File: src/rtl/bcd_sub_serial.sv
// bcd_sub_serial: digit-serial multi-digit BCD add/subtract (nines' complement, end-around carry)
//
// Ports:
//   clk    - clock, rising edge
//   rst    - synchronous reset, active-high
//   start  - request, sampled only while idle
//   op     - 0 = add (a+b), 1 = subtract (a-b)
//   a, b   - packed BCD operands, digit 0 in bits [3:0]
//   busy   - operation in progress
//   done   - one-cycle pulse, results valid
//   diff   - result magnitude, packed BCD
//   sign   - 1 = negative result (subtract only, never negative zero)
//   ovf    - add mode decimal carry out of the MSD
//   err    - non-BCD digit seen on a or b
//
// Optional feature: define BCD_SUB_DIGIT_CHECK_EN to enable the input digit
// check that drives err; otherwise err is tied to 0.
module bcd_sub_serial #(
    parameter int DIGITS = 4
) (
    input  logic                clk,
    input  logic                rst,
    input  logic                start,
    input  logic                op,
    input  logic [4*DIGITS-1:0] a,
    input  logic [4*DIGITS-1:0] b,
    output logic                busy,
    output logic                done,
    output logic [4*DIGITS-1:0] diff,
    output logic                sign,
    output logic                ovf,
    output logic                err
);
    localparam int W  = 4 * DIGITS;
    localparam int IW = DIGITS > 1 ? $clog2(DIGITS) : 1;

    typedef enum logic [1:0] {IDLE, ADD, FIX, DONE} state_t;

    state_t        state, state_n;
    logic [IW-1:0] idx;
    logic          c, ec, opr, nz;
    logic [W-1:0]  ra, rb, w, wn;
    logic [3:0]    bx, sa, fd, fr, dig;
    logic [4:0]    s, fx;
    logic          s_hi, fc, last;
`ifdef BCD_SUB_DIGIT_CHECK_EN
    logic          flag;
`endif

    assign busy = state != IDLE;
    assign last = idx == IW'(DIGITS - 1);

    always_comb begin
        state_n = state;
        case (state)
            IDLE: state_n = start ? ADD : IDLE;
            ADD:  state_n = last ? FIX : ADD;
            FIX:  state_n = last ? DONE : FIX;
            DONE: state_n = IDLE;
            default: state_n = IDLE;
        endcase
    end

    // Digit datapath: ADD forms a_i + (b_i or 9-b_i) + c with decimal
    // correction; FIX post-processes the stored digit according to op/ec.
    always_comb begin
        bx   = opr ? 4'd9 - rb[3:0] : rb[3:0];
        s    = {1'b0, ra[3:0]} + {1'b0, bx} + {4'b0, c};
        s_hi = s > 5'd9;
        sa   = s_hi ? s[3:0] + 4'd6 : s[3:0];
        fd   = w[3:0];
        fx   = {1'b0, fd} + {4'b0, c};
        fc   = fx > 5'd9;
        fr   = !opr ? fd : ec ? (fc ? fx[3:0] + 4'd6 : fx[3:0]) : 4'd9 - fd;
        dig  = state == ADD ? sa : fr;
        // Results enter at the MSD end so after DIGITS steps digit 0 is back at [3:0].
        wn   = W'({dig, w} >> 4);
    end

    always_ff @(posedge clk) begin
        if (rst) begin
            state <= IDLE;
            idx   <= '0;
            c     <= 1'b0;
            ec    <= 1'b0;
            opr   <= 1'b0;
            nz    <= 1'b0;
            ra    <= '0;
            rb    <= '0;
            w     <= '0;
            done  <= 1'b0;
            diff  <= '0;
            sign  <= 1'b0;
            ovf   <= 1'b0;
`ifdef BCD_SUB_DIGIT_CHECK_EN
            flag  <= 1'b0;
            err   <= 1'b0;
`endif
        end else begin
            state <= state_n;
            done  <= 1'b0;
            case (state)
                IDLE: if (start) begin
                    ra   <= a;
                    rb   <= b;
                    opr  <= op;
                    idx  <= '0;
                    c    <= 1'b0;
                    nz   <= 1'b0;
`ifdef BCD_SUB_DIGIT_CHECK_EN
                    flag <= 1'b0;
`endif
                end
                ADD: begin
                    w   <= wn;
                    ra  <= ra >> 4;
                    rb  <= rb >> 4;
                    c   <= s_hi;
                    idx <= last ? '0 : idx + IW'(1);
                    if (last) ec <= s_hi;
`ifdef BCD_SUB_DIGIT_CHECK_EN
                    if (ra[3:0] > 4'd9 || rb[3:0] > 4'd9) flag <= 1'b1;
`endif
                end
                FIX: begin
                    w   <= wn;
                    // c already holds ec at entry, seeding the +1 ripple
                    if (opr && ec) c <= fc;
                    idx <= last ? '0 : idx + IW'(1);
                    nz  <= nz | (fr != 4'd0);
                end
                DONE: begin
                    diff <= w;
                    sign <= opr & ~ec & nz;
                    ovf  <= ~opr & ec;
                    done <= 1'b1;
`ifdef BCD_SUB_DIGIT_CHECK_EN
                    err  <= flag;
`endif
                end
                default: ;
            endcase
        end
    end

`ifndef BCD_SUB_DIGIT_CHECK_EN
    assign err = 1'b0;
`endif
endmodule
File: config.mk
export PLATFORM = sky130hd
export DESIGN_NAME = bcd_sub_serial
export DESIGN_NICKNAME = d
export VERILOG_FILES = /design/src/rtl/bcd_sub_serial.sv
export SDC_FILE = /design/constraint.sdc
export NUM_CORES = 1
export LEC_CHECK = 0
export CELL_PAD_IN_SITES_DETAIL_PLACEMENT = 1
export CELL_PAD_IN_SITES_GLOBAL_PLACEMENT = 1
export CORE_MARGIN = 2
export CORE_UTILIZATION = 46
export CTS_BUF_LIST = sky130_fd_sc_hd__clkbuf_4
export CTS_CLUSTER_SIZE = 10
export DETAILED_ROUTE_END_ITERATION = 10
export PLACE_DENSITY = 0.95
export SYNTH_ARGS = -nofsm -noshare
export SYNTH_HDL_FRONTEND = slang
export SYNTH_SLANG_ARGS = --single-unit
export TNS_END_PERCENT = 10
File: constraint.sdc
create_clock -name clk -period 6.4 [get_ports clk]
set_input_delay 0.64 -clock clk [delete_from_list [all_inputs] [get_ports clk]]
set_output_delay 0.64 -clock clk [all_outputs]
set_load 0.01 [all_outputs]
==> flow_summary.json <==
{
  "yosysMostFrequentCell": "nor2_1",
  "tns_ps": 0,
  "finalNonFillerCells": 547,
  "cp_cell_sequence": "xnor2_1 > fa_1 > inv_1 > fa_1 > xnor2_1 > ha_1 > a21boi_0 > a2111oi_4 > o21ai_0 > a311oi_1",
  "dp_cells": 531,
  "wirelength_um": 10400,
  "antenna_found_initial": 0,
  "async_flop_share_pct": 0,
  "synth_warnings": 0,
  "vdd_ir_drop_max_uv": 151,
  "ios": 57,
  "syn_nets": 452,
  "postSynthCellCount": 397,
  "cts_hold_buf": 0,
  "grt_max_degree": 77,
  "hpwl_um": 6970,
  "io_buffers": 55,
  "yosys.area.top_type": "dfxtp_1",
  "firstDrtPassIters": 4,
  "path_buf_inv": 1,
  "ys_ff_latch": 75,
  "clock-root-buffer": "clkbuf_4",
  "grt_usage_pct": 25.3,
  "grt-ovfl-total": 0,
  "dr.first_iter.drc_count": 153,
  "layout-drive-gt1-share_pct": 6.07,
  "finClkSkew_ps": 13.1,
  "cts_htree_levels": 3,
  "worstMarginPinSlew_ps": 1080,
  "fin_crit_sh_pct": 53.0,
  "status": "finished, final reports clean",
  "dieArea_um2": 8630,
  "cts_made_buffers": 9,
  "cp-end-kind": "flop",
  "ys_seq_area_share_pct": 41.3,
  "path_max_fanout": 15,
  "relSlewSlack_pct": 27.8,
  "netlist_top_cells_count": "nor2_1, dfxtp_1, mux2i_1",
  "critPathTopFamily": "compound AO/OA/AOI/OAI gates",
  "synth_flop_cell": "dfxtp_1",
  "post-cts-setup-buffers": 0,
  "setup_viol": 0,
  "utilization_pct": 56.9,
  "hold_class": "flop to flop",
  "postCtsResizedCells": 0,
  "nFillCells": 887,
  "initial_utilization_pct": 47.3,
  "crit_path_start_kind": "flop",
  "via_per_inst": 5.69,
  "cts_sinks": 75,
  "vias": 3113,
  "p_leak_nw": 1.61,
  "grt_pass1_wl_um": 17200,
  "avgRoutedWirePerCell_um": 18.9,
  "gp_congestion": 0.860,
  "hold_violations": 0,
  "required_ps": 6750,
  "cap_violations": 0,
  "core_um2": 7690,
  "pwr_density_cell_nw_per_um2": 235,
  "yosys-top-cells-area": "dfxtp_1, mux2i_1, nor2_1",
  "clk_latency_ps": 430,
  "synth_top_area_share_pct": 41.3,
  "period_minus_slack_ps": 3390,
  "rows": 32,
  "critical_path_class": "flop to flop",
  "synth_cell_types": 48,
  "crit_arrival_ps": 3740,
  "fin_nets": 495,
  "synth_edf_count": 0,
  "grt_setup_unrepaired": "false",
  "cp_slowest_stage_delay_ps": 610,
  "syn_area_per_cell_um2": 9.16,
  "cts.reportedPaths.clkPinSlew_ps": 130,
  "grt_pass1_vias": 3380,
  "netlist_area_um2": 3640,
  "syn_to_final_growth_pct": 20.4,
  "cts_tree": "done",
  "slowest_stage": "dfxtp_1",
  "antenna_cells": 0,
  "die_y_um": 92.9,
  "clock_path_buffers": 2,
  "drc_errors": 0,
  "fmax_mhz": 295,
  "die_x_um": 92.9,
  "antenna_left": 0,
  "maxSlewViolCount": 0
}
[path summary, 6_finish.rpt]
path / startpoint / to / slack (ps) / depth (start not counted)
hold reg to reg: sign / sign / 490 / 2
hold / removal: sign / sign / 490 / 2
setup reg to reg: opr / c / 3010 / 10
setup / recovery: opr / c / 3010 / 10
[worst register-to-register path, delay by kind of cell, from the launching register on]
| kind | cells | cell delay [ps] |
|---|---|---|
| AO/OA/AOI/OAI | 4 | 1090 |
| XOR/XNOR | 2 | 680 |
| adder cells (fa/ha/maj) | 3 | 860 |
| buffers and inverters | 1 | 60 |
| flip-flops | 1 | 610 |
[where the power goes]
group	internal [mW]	switching [mW]	leakage (nW)
logic	0.0897	0.122	0.929
registers	0.494	0.0209	0.612
clock network	0.121	0.183	0.0729
total	0.705	0.326	1.61
[kinds of logic (layout without fill, tap and decap cells)]
family / after synthesis / in the layout / share of synthesized area [%]
AO/OA/AOI/OAI: 85 / 85 / 17.3
XOR/XNOR: 4 / 4 / 0.963
adder cells (fa/ha/maj): 19 / 19 / 6.95
buffers and inverters: 40 / 88 / 4.27
flip-flops: 75 / 75 / 41.3
multiplexers: 54 / 54 / 14.9
other: 1 / 1 / 0.103
AND/OR/NAND/NOR: 119 / 119 / 14.2
[registers in the layout, summed over array words and instances, names as in the netlist, named ones only]
signal	cells
c	1
idx	2
ovf	1
diff	16
nz	1
done	1
rb	16
state	1
sign	1
ec	1
w	16
ra	16
opr	1
[routing by layer]
layer  wire, um  global-route usage [%]
met3        387                    3.82
met2       5120                    43.0
met1       4590                    32.0
met4        252                    10.8
met5          0                       0
[cells in the final DEF, fill, tap and decap left out, types with 2 or more instances in the layout]
master and n:
nor2_1 75, dfxtp_1 75, mux2i_1 54, clkdlybuf4s50_1 54
a211oi_1 27, a21oi_1 16, ha_1 16, inv_1 14
nand2_1 13, nand3_1 9, clkbuf_4 9, a22oi_1 8
o21ai_0 7, xnor2_1 4, nor2b_1 4, a21boi_0 4
nor3_1 3, nand2b_1 3, nand3b_1 3, a31oi_1 3
buf_4 3, a311oi_1 2, or3_1 2, o31ai_1 2
o2111a_1 2, fa_1 2, clkinvlp_4 2, inv_6 2
[layout make-up]
class	count	area (um2)	share of cell area (%)
sequential	75	1500	34.3
clock buffer	9	67.6	1.54
timing repair buffer	58	568	13.0
inverter	14	52.6	1.20
clock inverter	7	76.3	1.74
multi-input combinational	282	1980	45.3
tap	102	128	2.92
[per-stage QoR]
step                      hold slack, ps  instance area (um2)  total power, mW  setup slack (ps)
after floorplan                      453                 3640            0.663              3370
after global placement               456                 4230            0.714              3280
after detailed placement             469                 4230            0.730              3070
after CTS                            492                 4380             1.03              3010
after global routing                 517                 4380             1.08              2760
final                                493                 4380             1.03              3010
Power figures use the tool's default switching activity.
